**src/rtl/pool_pkg.sv**
```systemverilog
// Shared types and constants for the pooling-engine control sequencer.
package pool_pkg;

  localparam int DIM_W_DEF  = 16;
  localparam int ADDR_W_DEF = 16;

  localparam logic [DIM_W_DEF-1:0] POOL_MAX = 16'd0;
  localparam logic [DIM_W_DEF-1:0] POOL_AVG = 16'd1;

  typedef enum logic [2:0] {
    ST_IDLE   = 3'd0,
    ST_CHECK  = 3'd1,
    ST_CALC_W = 3'd2,
    ST_CALC_H = 3'd3,
    ST_RUN    = 3'd4,
    ST_DRAIN  = 3'd5,
    ST_DONE   = 3'd6
  } pool_state_e;

endpackage

```
**src/rtl/pool_addr_gen.sv**
```systemverilog
// Five-level window walker (c, oy, ox, ky, kx) producing input-buffer
// addresses from incremental base registers, plus first/last-of-window flags.
// All outputs are registered; counters move only on step, restart on load.
module pool_addr_gen
  import pool_pkg::*;
#(
  parameter int DIM_W  = DIM_W_DEF,
  parameter int ADDR_W = ADDR_W_DEF
) (
  input  logic              clk,
  input  logic              rst,
  input  logic              load,
  input  logic              step,
  input  logic [DIM_W-1:0]  data_wid,
  input  logic [DIM_W-1:0]  pool_horiz,
  input  logic [DIM_W-1:0]  pool_vert,
  input  logic [DIM_W-1:0]  horiz_stride,
  input  logic [DIM_W-1:0]  out_wid,
  input  logic [DIM_W-1:0]  out_hei,
  input  logic [DIM_W-1:0]  out_ch,
  input  logic [ADDR_W-1:0] plane,
  input  logic [ADDR_W-1:0] row_step,
  output logic [ADDR_W-1:0] addr,
  output logic              first,
  output logic              last,
  output logic              last_elem
);

  logic [DIM_W-1:0]  kx_r, ky_r, ox_r, oy_r, c_r;
  logic [ADDR_W-1:0] ch_base_r, line_base_r, win_base_r, row_base_r;

  logic [DIM_W-1:0]  nxt_kx_s, nxt_ky_s, nxt_ox_s, nxt_oy_s, nxt_c_s;
  logic [ADDR_W-1:0] nxt_ch_base_s, nxt_line_base_s, nxt_win_base_s, nxt_row_base_s, nxt_addr_s;
  logic [DIM_W-1:0]  ph_m1_s, pv_m1_s, ow_m1_s, oh_m1_s, oc_m1_s;
  logic [ADDR_W-1:0] wid_inc_s, hstr_inc_s;
  logic              first_s, last_s, last_elem_s;

  // Next-counter and next-address computation: innermost loop first, carries ripple outward.
  always_comb begin
    ph_m1_s    = pool_horiz - DIM_W'(1'b1);
    pv_m1_s    = pool_vert - DIM_W'(1'b1);
    ow_m1_s    = out_wid - DIM_W'(1'b1);
    oh_m1_s    = out_hei - DIM_W'(1'b1);
    oc_m1_s    = out_ch - DIM_W'(1'b1);
    wid_inc_s  = ADDR_W'(data_wid);
    hstr_inc_s = ADDR_W'(horiz_stride);

    nxt_kx_s        = kx_r;
    nxt_ky_s        = ky_r;
    nxt_ox_s        = ox_r;
    nxt_oy_s        = oy_r;
    nxt_c_s         = c_r;
    nxt_ch_base_s   = ch_base_r;
    nxt_line_base_s = line_base_r;
    nxt_win_base_s  = win_base_r;
    nxt_row_base_s  = row_base_r;
    nxt_addr_s      = addr;

    if (load) begin
      nxt_kx_s        = '0;
      nxt_ky_s        = '0;
      nxt_ox_s        = '0;
      nxt_oy_s        = '0;
      nxt_c_s         = '0;
      nxt_ch_base_s   = '0;
      nxt_line_base_s = '0;
      nxt_win_base_s  = '0;
      nxt_row_base_s  = '0;
      nxt_addr_s      = '0;
    end else if (step) begin
      if (kx_r != ph_m1_s) begin
        nxt_kx_s   = kx_r + DIM_W'(1'b1);
        nxt_addr_s = addr + ADDR_W'(1'b1);
      end else if (ky_r != pv_m1_s) begin
        nxt_kx_s       = '0;
        nxt_ky_s       = ky_r + DIM_W'(1'b1);
        nxt_row_base_s = row_base_r + wid_inc_s;
        nxt_addr_s     = row_base_r + wid_inc_s;
      end else if (ox_r != ow_m1_s) begin
        nxt_kx_s       = '0;
        nxt_ky_s       = '0;
        nxt_ox_s       = ox_r + DIM_W'(1'b1);
        nxt_win_base_s = win_base_r + hstr_inc_s;
        nxt_row_base_s = win_base_r + hstr_inc_s;
        nxt_addr_s     = win_base_r + hstr_inc_s;
      end else if (oy_r != oh_m1_s) begin
        nxt_kx_s        = '0;
        nxt_ky_s        = '0;
        nxt_ox_s        = '0;
        nxt_oy_s        = oy_r + DIM_W'(1'b1);
        nxt_line_base_s = line_base_r + row_step;
        nxt_win_base_s  = line_base_r + row_step;
        nxt_row_base_s  = line_base_r + row_step;
        nxt_addr_s      = line_base_r + row_step;
      end else if (c_r != oc_m1_s) begin
        nxt_kx_s        = '0;
        nxt_ky_s        = '0;
        nxt_ox_s        = '0;
        nxt_oy_s        = '0;
        nxt_c_s         = c_r + DIM_W'(1'b1);
        nxt_ch_base_s   = ch_base_r + plane;
        nxt_line_base_s = ch_base_r + plane;
        nxt_win_base_s  = ch_base_r + plane;
        nxt_row_base_s  = ch_base_r + plane;
        nxt_addr_s      = ch_base_r + plane;
      end else begin
        // final element already issued; the FSM leaves RUN on this handshake
        nxt_addr_s = addr;
      end
    end else begin
      nxt_addr_s = addr;
    end

    first_s     = (nxt_kx_s == '0) && (nxt_ky_s == '0);
    last_s      = (nxt_kx_s == ph_m1_s) && (nxt_ky_s == pv_m1_s);
    last_elem_s = last_s && (nxt_ox_s == ow_m1_s) && (nxt_oy_s == oh_m1_s) && (nxt_c_s == oc_m1_s);
  end

  // Counter, base and flag registers; flags are precomputed from the next counters.
  always_ff @(posedge clk) begin
    if (rst) begin
      kx_r        <= '0;
      ky_r        <= '0;
      ox_r        <= '0;
      oy_r        <= '0;
      c_r         <= '0;
      ch_base_r   <= '0;
      line_base_r <= '0;
      win_base_r  <= '0;
      row_base_r  <= '0;
      addr        <= '0;
      first       <= 1'b0;
      last        <= 1'b0;
      last_elem   <= 1'b0;
    end else if (load || step) begin
      kx_r        <= nxt_kx_s;
      ky_r        <= nxt_ky_s;
      ox_r        <= nxt_ox_s;
      oy_r        <= nxt_oy_s;
      c_r         <= nxt_c_s;
      ch_base_r   <= nxt_ch_base_s;
      line_base_r <= nxt_line_base_s;
      win_base_r  <= nxt_win_base_s;
      row_base_r  <= nxt_row_base_s;
      addr        <= nxt_addr_s;
      first       <= first_s;
      last        <= last_s;
      last_elem   <= last_elem_s;
    end else begin
      addr <= addr;
    end
  end

endmodule

```
**src/rtl/pool_sequencer.sv**
```systemverilog
// Pooling-engine control sequencer: latches and validates the configuration,
// derives output dimensions by iterative stepping, walks all pooling windows
// through pool_addr_gen, then waits for the datapath to drain.
module pool_sequencer
  import pool_pkg::*;
#(
  parameter int ADDR_W = ADDR_W_DEF,
  parameter int DIM_W  = DIM_W_DEF
) (
  input  logic              clk,
  input  logic              rst,
  input  logic              start,
  input  logic [DIM_W-1:0]  cfg_data_wid,
  input  logic [DIM_W-1:0]  cfg_data_hei,
  input  logic [DIM_W-1:0]  cfg_data_ch,
  input  logic [DIM_W-1:0]  cfg_pool_type,
  input  logic [DIM_W-1:0]  cfg_pool_horiz,
  input  logic [DIM_W-1:0]  cfg_pool_vert,
  input  logic [DIM_W-1:0]  cfg_horiz_stride,
  input  logic [DIM_W-1:0]  cfg_vert_stride,
  output logic              rd_valid,
  input  logic              rd_ready,
  output logic [ADDR_W-1:0] rd_addr,
  output logic              win_first,
  output logic              win_last,
  output logic              dp_op,
  output logic [DIM_W-1:0]  win_size,
  input  logic              dp_idle,
  output logic [DIM_W-1:0]  output_wid,
  output logic [DIM_W-1:0]  output_hei,
  output logic [DIM_W-1:0]  output_ch,
  output logic [DIM_W-1:0]  out_data_wid,
  output logic [DIM_W-1:0]  out_data_hei,
  output logic              busy,
  output logic              done,
  output logic              err
);

  pool_state_e       state_r;
  logic [DIM_W-1:0]  data_wid_r, data_hei_r, data_ch_r, pool_type_r;
  logic [DIM_W-1:0]  pool_horiz_r, pool_vert_r, hstride_r, vstride_r;
  logic [ADDR_W-1:0] plane_r, row_step_r;
  logic [DIM_W:0]    pos_w_r, pos_h_r;

  logic [ADDR_W-1:0] plane_s, row_step_s;
  logic [DIM_W-1:0]  win_size_s;
  logic [DIM_W:0]    pos_w_init_s, pos_h_init_s;
  logic              cfg_bad_s, calc_w_go_s, calc_h_go_s, load_s, step_s, last_elem_s;

  assign out_data_wid = output_wid;
  assign out_data_hei = output_hei;

  // Config validation, one-time products and the "window still fits" tests for dimension stepping.
  always_comb begin
    plane_s      = ADDR_W'(data_wid_r) * ADDR_W'(data_hei_r);
    row_step_s   = ADDR_W'(vstride_r) * ADDR_W'(data_wid_r);
    win_size_s   = pool_horiz_r * pool_vert_r;
    pos_w_init_s = {1'b0, hstride_r} + {1'b0, pool_horiz_r};
    pos_h_init_s = {1'b0, vstride_r} + {1'b0, pool_vert_r};
    cfg_bad_s    = (data_wid_r == '0) || (data_hei_r == '0) || (data_ch_r == '0) ||
                   (pool_horiz_r == '0) || (pool_vert_r == '0) ||
                   (hstride_r == '0) || (vstride_r == '0) ||
                   (pool_horiz_r > data_wid_r) || (pool_vert_r > data_hei_r) ||
                   ((pool_type_r != DIM_W'(POOL_MAX)) && (pool_type_r != DIM_W'(POOL_AVG)));
    calc_w_go_s  = (pos_w_r <= {1'b0, data_wid_r});
    calc_h_go_s  = (pos_h_r <= {1'b0, data_hei_r});
    load_s       = (state_r == ST_CALC_H) && !calc_h_go_s;
    step_s       = (state_r == ST_RUN) && rd_valid && rd_ready;
  end

  pool_addr_gen #(
    .DIM_W  (DIM_W),
    .ADDR_W (ADDR_W)
  ) u_addr_gen (
    .clk          (clk),
    .rst          (rst),
    .load         (load_s),
    .step         (step_s),
    .data_wid     (data_wid_r),
    .pool_horiz   (pool_horiz_r),
    .pool_vert    (pool_vert_r),
    .horiz_stride (hstride_r),
    .out_wid      (output_wid),
    .out_hei      (output_hei),
    .out_ch       (data_ch_r),
    .plane        (plane_r),
    .row_step     (row_step_r),
    .addr         (rd_addr),
    .first        (win_first),
    .last         (win_last),
    .last_elem    (last_elem_s)
  );

  // Sequencer FSM with all control/status outputs registered.
  always_ff @(posedge clk) begin
    if (rst) begin
      state_r      <= ST_IDLE;
      data_wid_r   <= '0;
      data_hei_r   <= '0;
      data_ch_r    <= '0;
      pool_type_r  <= '0;
      pool_horiz_r <= '0;
      pool_vert_r  <= '0;
      hstride_r    <= '0;
      vstride_r    <= '0;
      plane_r      <= '0;
      row_step_r   <= '0;
      pos_w_r      <= '0;
      pos_h_r      <= '0;
      rd_valid     <= 1'b0;
      dp_op        <= 1'b0;
      win_size     <= '0;
      output_wid   <= '0;
      output_hei   <= '0;
      output_ch    <= '0;
      busy         <= 1'b0;
      done         <= 1'b0;
      err          <= 1'b0;
    end else begin
      case (state_r)
        ST_IDLE: begin
          if (start) begin
            data_wid_r   <= cfg_data_wid;
            data_hei_r   <= cfg_data_hei;
            data_ch_r    <= cfg_data_ch;
            pool_type_r  <= cfg_pool_type;
            pool_horiz_r <= cfg_pool_horiz;
            pool_vert_r  <= cfg_pool_vert;
            hstride_r    <= cfg_horiz_stride;
            vstride_r    <= cfg_vert_stride;
            dp_op        <= cfg_pool_type[0];
            err          <= 1'b0;
            busy         <= 1'b1;
            state_r      <= ST_CHECK;
          end else begin
            state_r <= ST_IDLE;
          end
        end
        ST_CHECK: begin
          output_ch <= '0;
          if (cfg_bad_s) begin
            err        <= 1'b1;
            output_wid <= '0;
            output_hei <= '0;
            win_size   <= '0;
            busy       <= 1'b0;
            done       <= 1'b1;
            state_r    <= ST_DONE;
          end else begin
            plane_r    <= plane_s;
            row_step_r <= row_step_s;
            win_size   <= win_size_s;
            output_wid <= DIM_W'(1'b1);
            output_hei <= DIM_W'(1'b1);
            pos_w_r    <= pos_w_init_s;
            pos_h_r    <= pos_h_init_s;
            state_r    <= ST_CALC_W;
          end
        end
        ST_CALC_W: begin
          // pos_w_r tracks output_wid*horiz_stride + pool_horiz without a multiplier
          if (calc_w_go_s) begin
            output_wid <= output_wid + DIM_W'(1'b1);
            pos_w_r    <= pos_w_r + {1'b0, hstride_r};
          end else begin
            state_r <= ST_CALC_H;
          end
        end
        ST_CALC_H: begin
          if (calc_h_go_s) begin
            output_hei <= output_hei + DIM_W'(1'b1);
            pos_h_r    <= pos_h_r + {1'b0, vstride_r};
          end else begin
            output_ch <= data_ch_r;
            rd_valid  <= 1'b1;
            state_r   <= ST_RUN;
          end
        end
        ST_RUN: begin
          if (rd_valid && rd_ready && last_elem_s) begin
            rd_valid <= 1'b0;
            state_r  <= ST_DRAIN;
          end else begin
            state_r <= ST_RUN;
          end
        end
        ST_DRAIN: begin
          if (dp_idle) begin
            busy    <= 1'b0;
            done    <= 1'b1;
            state_r <= ST_DONE;
          end else begin
            state_r <= ST_DRAIN;
          end
        end
        ST_DONE: begin
          done    <= 1'b0;
          state_r <= ST_IDLE;
        end
        default: begin
          rd_valid <= 1'b0;
          busy     <= 1'b0;
          done     <= 1'b0;
          state_r  <= ST_IDLE;
        end
      endcase
    end
  end

endmodule

```
**config.mk**
```make
export PLATFORM = sky130hd
export DESIGN_NAME = pool_sequencer
export DESIGN_NICKNAME = d
export VERILOG_FILES = /design/src/rtl/pool_pkg.sv /design/src/rtl/pool_addr_gen.sv /design/src/rtl/pool_sequencer.sv
export SDC_FILE = /design/constraint.sdc
export NUM_CORES = 2
export LEC_CHECK = 0
export BUFFER_PORTS_ARGS = -buffer_cell sky130_fd_sc_hd__buf_2
export CAP_MARGIN = 40
export CORE_MARGIN = 3
export CORE_UTILIZATION = 30
export DETAILED_ROUTE_END_ITERATION = 16
export PLACE_DENSITY = 0.48
export REMOVE_ABC_BUFFERS = 1
export SLEW_MARGIN = 20
export SYNTH_ARGS = -nofsm -noshare
export SYNTH_HDL_FRONTEND = slang
export SYNTH_SLANG_ARGS = --single-unit
```
**constraint.sdc**
```tcl
create_clock -name clk -period 6.97 [get_ports clk]
set_clock_uncertainty 0.1 [all_clocks]
set_input_delay 1.0455 -clock clk [delete_from_list [all_inputs] [get_ports clk]]
set_output_delay 1.0455 -clock clk [all_outputs]
set_load 0.01 [all_outputs]
```
==> impl_metrics.json <==
{
  "status": "complete, no violations",
  "tns_ns": 0,
  "cp_data_arrival_time_ns": 7.13,
  "post-cts-setup-buffers": 0,
  "final-seq-area_um2": 8570,
  "critical_path_capture_point": "u_addr_gen.last_elem",
  "slew_headroom_pct": 43.3,
  "multi_input_comb_area_um2": 29700,
  "die-area_um2": 143000,
  "dominantRegCellSynth": "sky130_fd_sc_hd__dfxtp_1",
  "worst-r2r-setup-slack_ns": 0.35,
  "clk_transition_reported_paths_ns": 0.05,
  "post-route-drc-count": 0,
  "yosys_warnings": 0,
  "startpoint": "pool_vert_r[1]",
  "static_leakage_power_nw": 20.3,
  "first_pass_iteration_count_of_the_detailed_router": 6,
  "finalWorstPathRequiredPeriod_ns": 6.62,
  "r2r-start": "pool_vert_r[1]",
  "register_area_share_after_synthesis_pct": 20.6,
  "clock_tree_buffer_depth": 3,
  "detailed_route_wire_length_mm": 159,
  "finalInstanceArea_um2": 47000,
  "yosys.cell_types.count": 102,
  "first_global_vias": 37700,
  "ctsResizeCount": 0,
  "slew_viol_final": 0,
  "setup_slack_ns": 0.351,
  "cp_data_required_time_ns": 7.48,
  "worst_r2r_endpoint": "u_addr_gen.last_elem",
  "htree_num_levels": 2,
  "finalCoreUtilization_pct": 34.4,
  "power_density_nw_per_um2": 243,
  "detailedPlace.worstSlack_ns": 0.546,
  "place_area_um2": 44800,
  "port_buffers": 251,
  "placement_rows": 135,
  "hold_class": "reg2reg",
  "placed_cells": 7236,
  "path_common_cell": "sky130_fd_sc_hd__or4_1",
  "avgRoutedWirePerCell_um": 21.7,
  "cp_cell_sequence": "or4_1, or4_1, mux2i_1, a2111oi_0, and4_1, nand3_1, buf_4, nor4_1, nand2_1, xor2_1, mux2_2, a2111oi_0, nand3_1, or4_1, or4_1, o21ai_1",
  "cts_inserted_buffers": 58,
  "syn-cell-area_um2": 41500,
  "clock_tree.root_cell": "sky130_fd_sc_hd__clkbuf_16",
  "drt_first_iter_violations": 2868,
  "slowest_delay_ns": 0.79,
  "cap_viol_max_count": 0,
  "grt_start_max_net_pins": 79,
  "fin_nets": 6216,
  "asyncSetResetFlopFracSynth_pct": 0,
  "final_antenna_net_count": 0,
  "rr_worst_depth": 16,
  "reg_top3": "pos_h_r (17), pos_w_r (17)",
  "route.vias.total": 38500,
  "synth_edf_count": 0,
  "grt_setup_unrepaired": "false",
  "critical-path-slowest-cell": "sky130_fd_sc_hd__or4_1",
  "crit_type": "reg2reg",
  "gpl.final_weighted_congestion": 0.938,
  "max_clock_freq_mhz": 151,
  "worstSetupStartpointType": "flop",
  "fp.dieW_um": 378,
  "critical_path.max_fanout": 12,
  "synth.avg_cell_area_um2": 7.68,
  "gr-total-overflow": 0,
  "synthesis.instances": 5405,
  "grt_antenna_before_repair": 6,
  "layout.cells.non_filler": 7350,
  "via_to_cell_ratio": 5.23,
  "post_cts_hold_buffer_count": 0,
  "tritoncts": "built",
  "initial_cell_density_of_the_core_pct": 30.4,
  "grt_usage_pct": 21.9,
  "hpwlAfterDp_mm": 124,
  "hold_viol_final": 0,
  "setup_violations": 0,
  "placeableCoreArea_um2": 136000,
  "synth-seq-cells": 428,
  "n_fill_cell": 14600,
  "area_growth_syn_to_layout_pct": 13.2,
  "fraction_of_final_layout_cells_sized_beyond_drive_strength_1_pct": 10.9,
  "die_y_um": 378,
  "irDropWorstVdd_mv": 0.205,
  "io_pins": 252,
  "cts.sinks": 428,
  "global_route_wire_length_before_repair_mm": 241,
  "end_kind": "flop",
  "min_period_over_period_pct": 95.0,
  "insertion_delay_to_the_later_sink_of_the_worst_skew_pair_ns": 0.69,
  "worst_slew_pin_slew_ns": 0.848
}
## per-layer routing
layer  GRT usage (%)  share of wire [%]  wire length, µm  vias up
met1            30.9                 47            74300    18700
met2            34.7                 44            70500     1236
met5               0             0.0088               14        -
met3            3.08                6.4            10200      200
li1                -                  -                -    18400
met4            6.05                2.8             4460        2
## worst min path at each step
stage	endpoint	start	cells after the start	slack, ns
floorplan	pool_type_r[4]	pool_type_r[4]	2	0.32
global placement	win_size[12]	win_size[12]	2	0.33
detailed placement	win_size[12]	win_size[12]	2	0.34
CTS	win_size[12]	win_size[12]	2	0.35
global route	pool_type_r[15]	pool_type_r[15]	2	0.37
finish	win_size[10]	win_size[10]	2	0.35
## cells in the final DEF, fill, tap and decap left out, types with 12 or more instances in the layout
cell                        instances
sky130_fd_sc_hd__nor4_1            80
sky130_fd_sc_hd__nand2b_1          34
sky130_fd_sc_hd__a21o_1            32
sky130_fd_sc_hd__mux2i_1           61
sky130_fd_sc_hd__clkbuf_16         59
sky130_fd_sc_hd__mux2_2            24
sky130_fd_sc_hd__nor2_1           409
sky130_fd_sc_hd__nor2b_1           54
sky130_fd_sc_hd__o21a_1            32
sky130_fd_sc_hd__inv_1            490
sky130_fd_sc_hd__dfxtp_1          428
sky130_fd_sc_hd__nand2_1          837
sky130_fd_sc_hd__nor3_1            81
sky130_fd_sc_hd__clkinv_2          12
sky130_fd_sc_hd__o21bai_1          58
sky130_fd_sc_hd__o2111ai_1         14
sky130_fd_sc_hd__fa_1             246
sky130_fd_sc_hd__a211oi_1          31
sky130_fd_sc_hd__nand3_1          142
sky130_fd_sc_hd__xnor2_1          299
sky130_fd_sc_hd__or3_1             32
sky130_fd_sc_hd__xor2_1           124
sky130_fd_sc_hd__or2_2             17
sky130_fd_sc_hd__nand4_1           76
sky130_fd_sc_hd__o22ai_1           16
sky130_fd_sc_hd__o31ai_1           16
sky130_fd_sc_hd__and3_1            51
sky130_fd_sc_hd__a31oi_1           25
sky130_fd_sc_hd__or4_1             32
sky130_fd_sc_hd__a21oi_1          433
sky130_fd_sc_hd__ha_1             318
sky130_fd_sc_hd__and4_1            12
sky130_fd_sc_hd__buf_4            150
sky130_fd_sc_hd__o21ai_0          139
sky130_fd_sc_hd__a2bb2oi_1         15
sky130_fd_sc_hd__and2_1           141
sky130_fd_sc_hd__nor3b_1           13
sky130_fd_sc_hd__a2111oi_0         12
sky130_fd_sc_hd__buf_2            252
## where the power goes
part | internal (mW) | switching (mW) | leakage [nW] | total [mW]
logic | 1.83 | 3.27 | 15.8 | 5.10
clock network | 2.06 | 1.28 | 1.04 | 3.34
registers | 2.62 | 0.343 | 3.47 | 2.97
total | 6.51 | 4.90 | 20.3 | 11.4
## through the flow
stage	total power [mW]	hold slack, ns
CTS	11.5	0.352
global route	12.1	0.374
floorplan	6.04	0.325
finish	11.4	0.346
detailed placement	8.07	0.339
global placement	8.05	0.330
## Yosys cell counts, types with 32 or more instances
library cell / number / area (µm²)
sky130_fd_sc_hd__nand4_1: 76 / 475
sky130_fd_sc_hd__o21a_1: 32 / 240
sky130_fd_sc_hd__a21oi_1: 433 / 2170
sky130_fd_sc_hd__or4_1: 32 / 240
sky130_fd_sc_hd__nor4_1: 81 / 507
sky130_fd_sc_hd__inv_1: 490 / 1840
sky130_fd_sc_hd__and2_1: 142 / 888
sky130_fd_sc_hd__and3_1: 51 / 319
sky130_fd_sc_hd__or3_1: 33 / 206
sky130_fd_sc_hd__o21bai_1: 58 / 435
sky130_fd_sc_hd__dfxtp_1: 428 / 8570
sky130_fd_sc_hd__nor2_1: 412 / 1550
sky130_fd_sc_hd__o21ai_0: 139 / 696
sky130_fd_sc_hd__buf_4: 32 / 240
sky130_fd_sc_hd__nand2_1: 839 / 3150
sky130_fd_sc_hd__fa_1: 246 / 4920
sky130_fd_sc_hd__nor3_1: 83 / 415
sky130_fd_sc_hd__xor2_1: 124 / 1090
sky130_fd_sc_hd__mux2i_1: 61 / 611
sky130_fd_sc_hd__nor2b_1: 54 / 338
sky130_fd_sc_hd__xnor2_1: 299 / 2620
sky130_fd_sc_hd__nand3_1: 142 / 711
sky130_fd_sc_hd__ha_1: 318 / 3980
sky130_fd_sc_hd__a21o_1: 32 / 240
sky130_fd_sc_hd__nand2b_1: 36 / 225
sky130_fd_sc_hd__clkbuf_1: 289 / 1080
## worst max-delay path, delay by kind of cell, from the launching register on
kind	cells	cell delay, ns
and+or+nand+nor	9	3.79
buffers and inverters	1	0.28
DFF	1	0.30
muxes	2	0.56
AOI/OAI and AO/OA	3	1.30
xor gates and xnor gates	1	0.21
## layout make-up
type	count	area share, %
clock buffer	77	3.50
multi-input combinational	4124	63.1
inverter	494	3.95
clock inverter	31	1.01
antenna	2	0.0106
sequential	428	18.2
tap	1781	4.74
timing repair buffer	413	5.44
## cell families (layout without fill, tap and decap cells)
logic type                 count (synthesis)  count (layout)  synth area share, %
and+or+nand+nor                         2086            2086                 24.0
AOI/OAI and AO/OA                        959             959                 14.4
buffers and inverters                    853            1015                 8.10
adders and majority gates                564             564                 21.4
xor gates and xnor gates                 430             430                 9.30
DFF                                      428             428                 20.6
muxes                                     85              85                 2.12
other                                      0               2                    0
(Power assumes the default switching activity.)
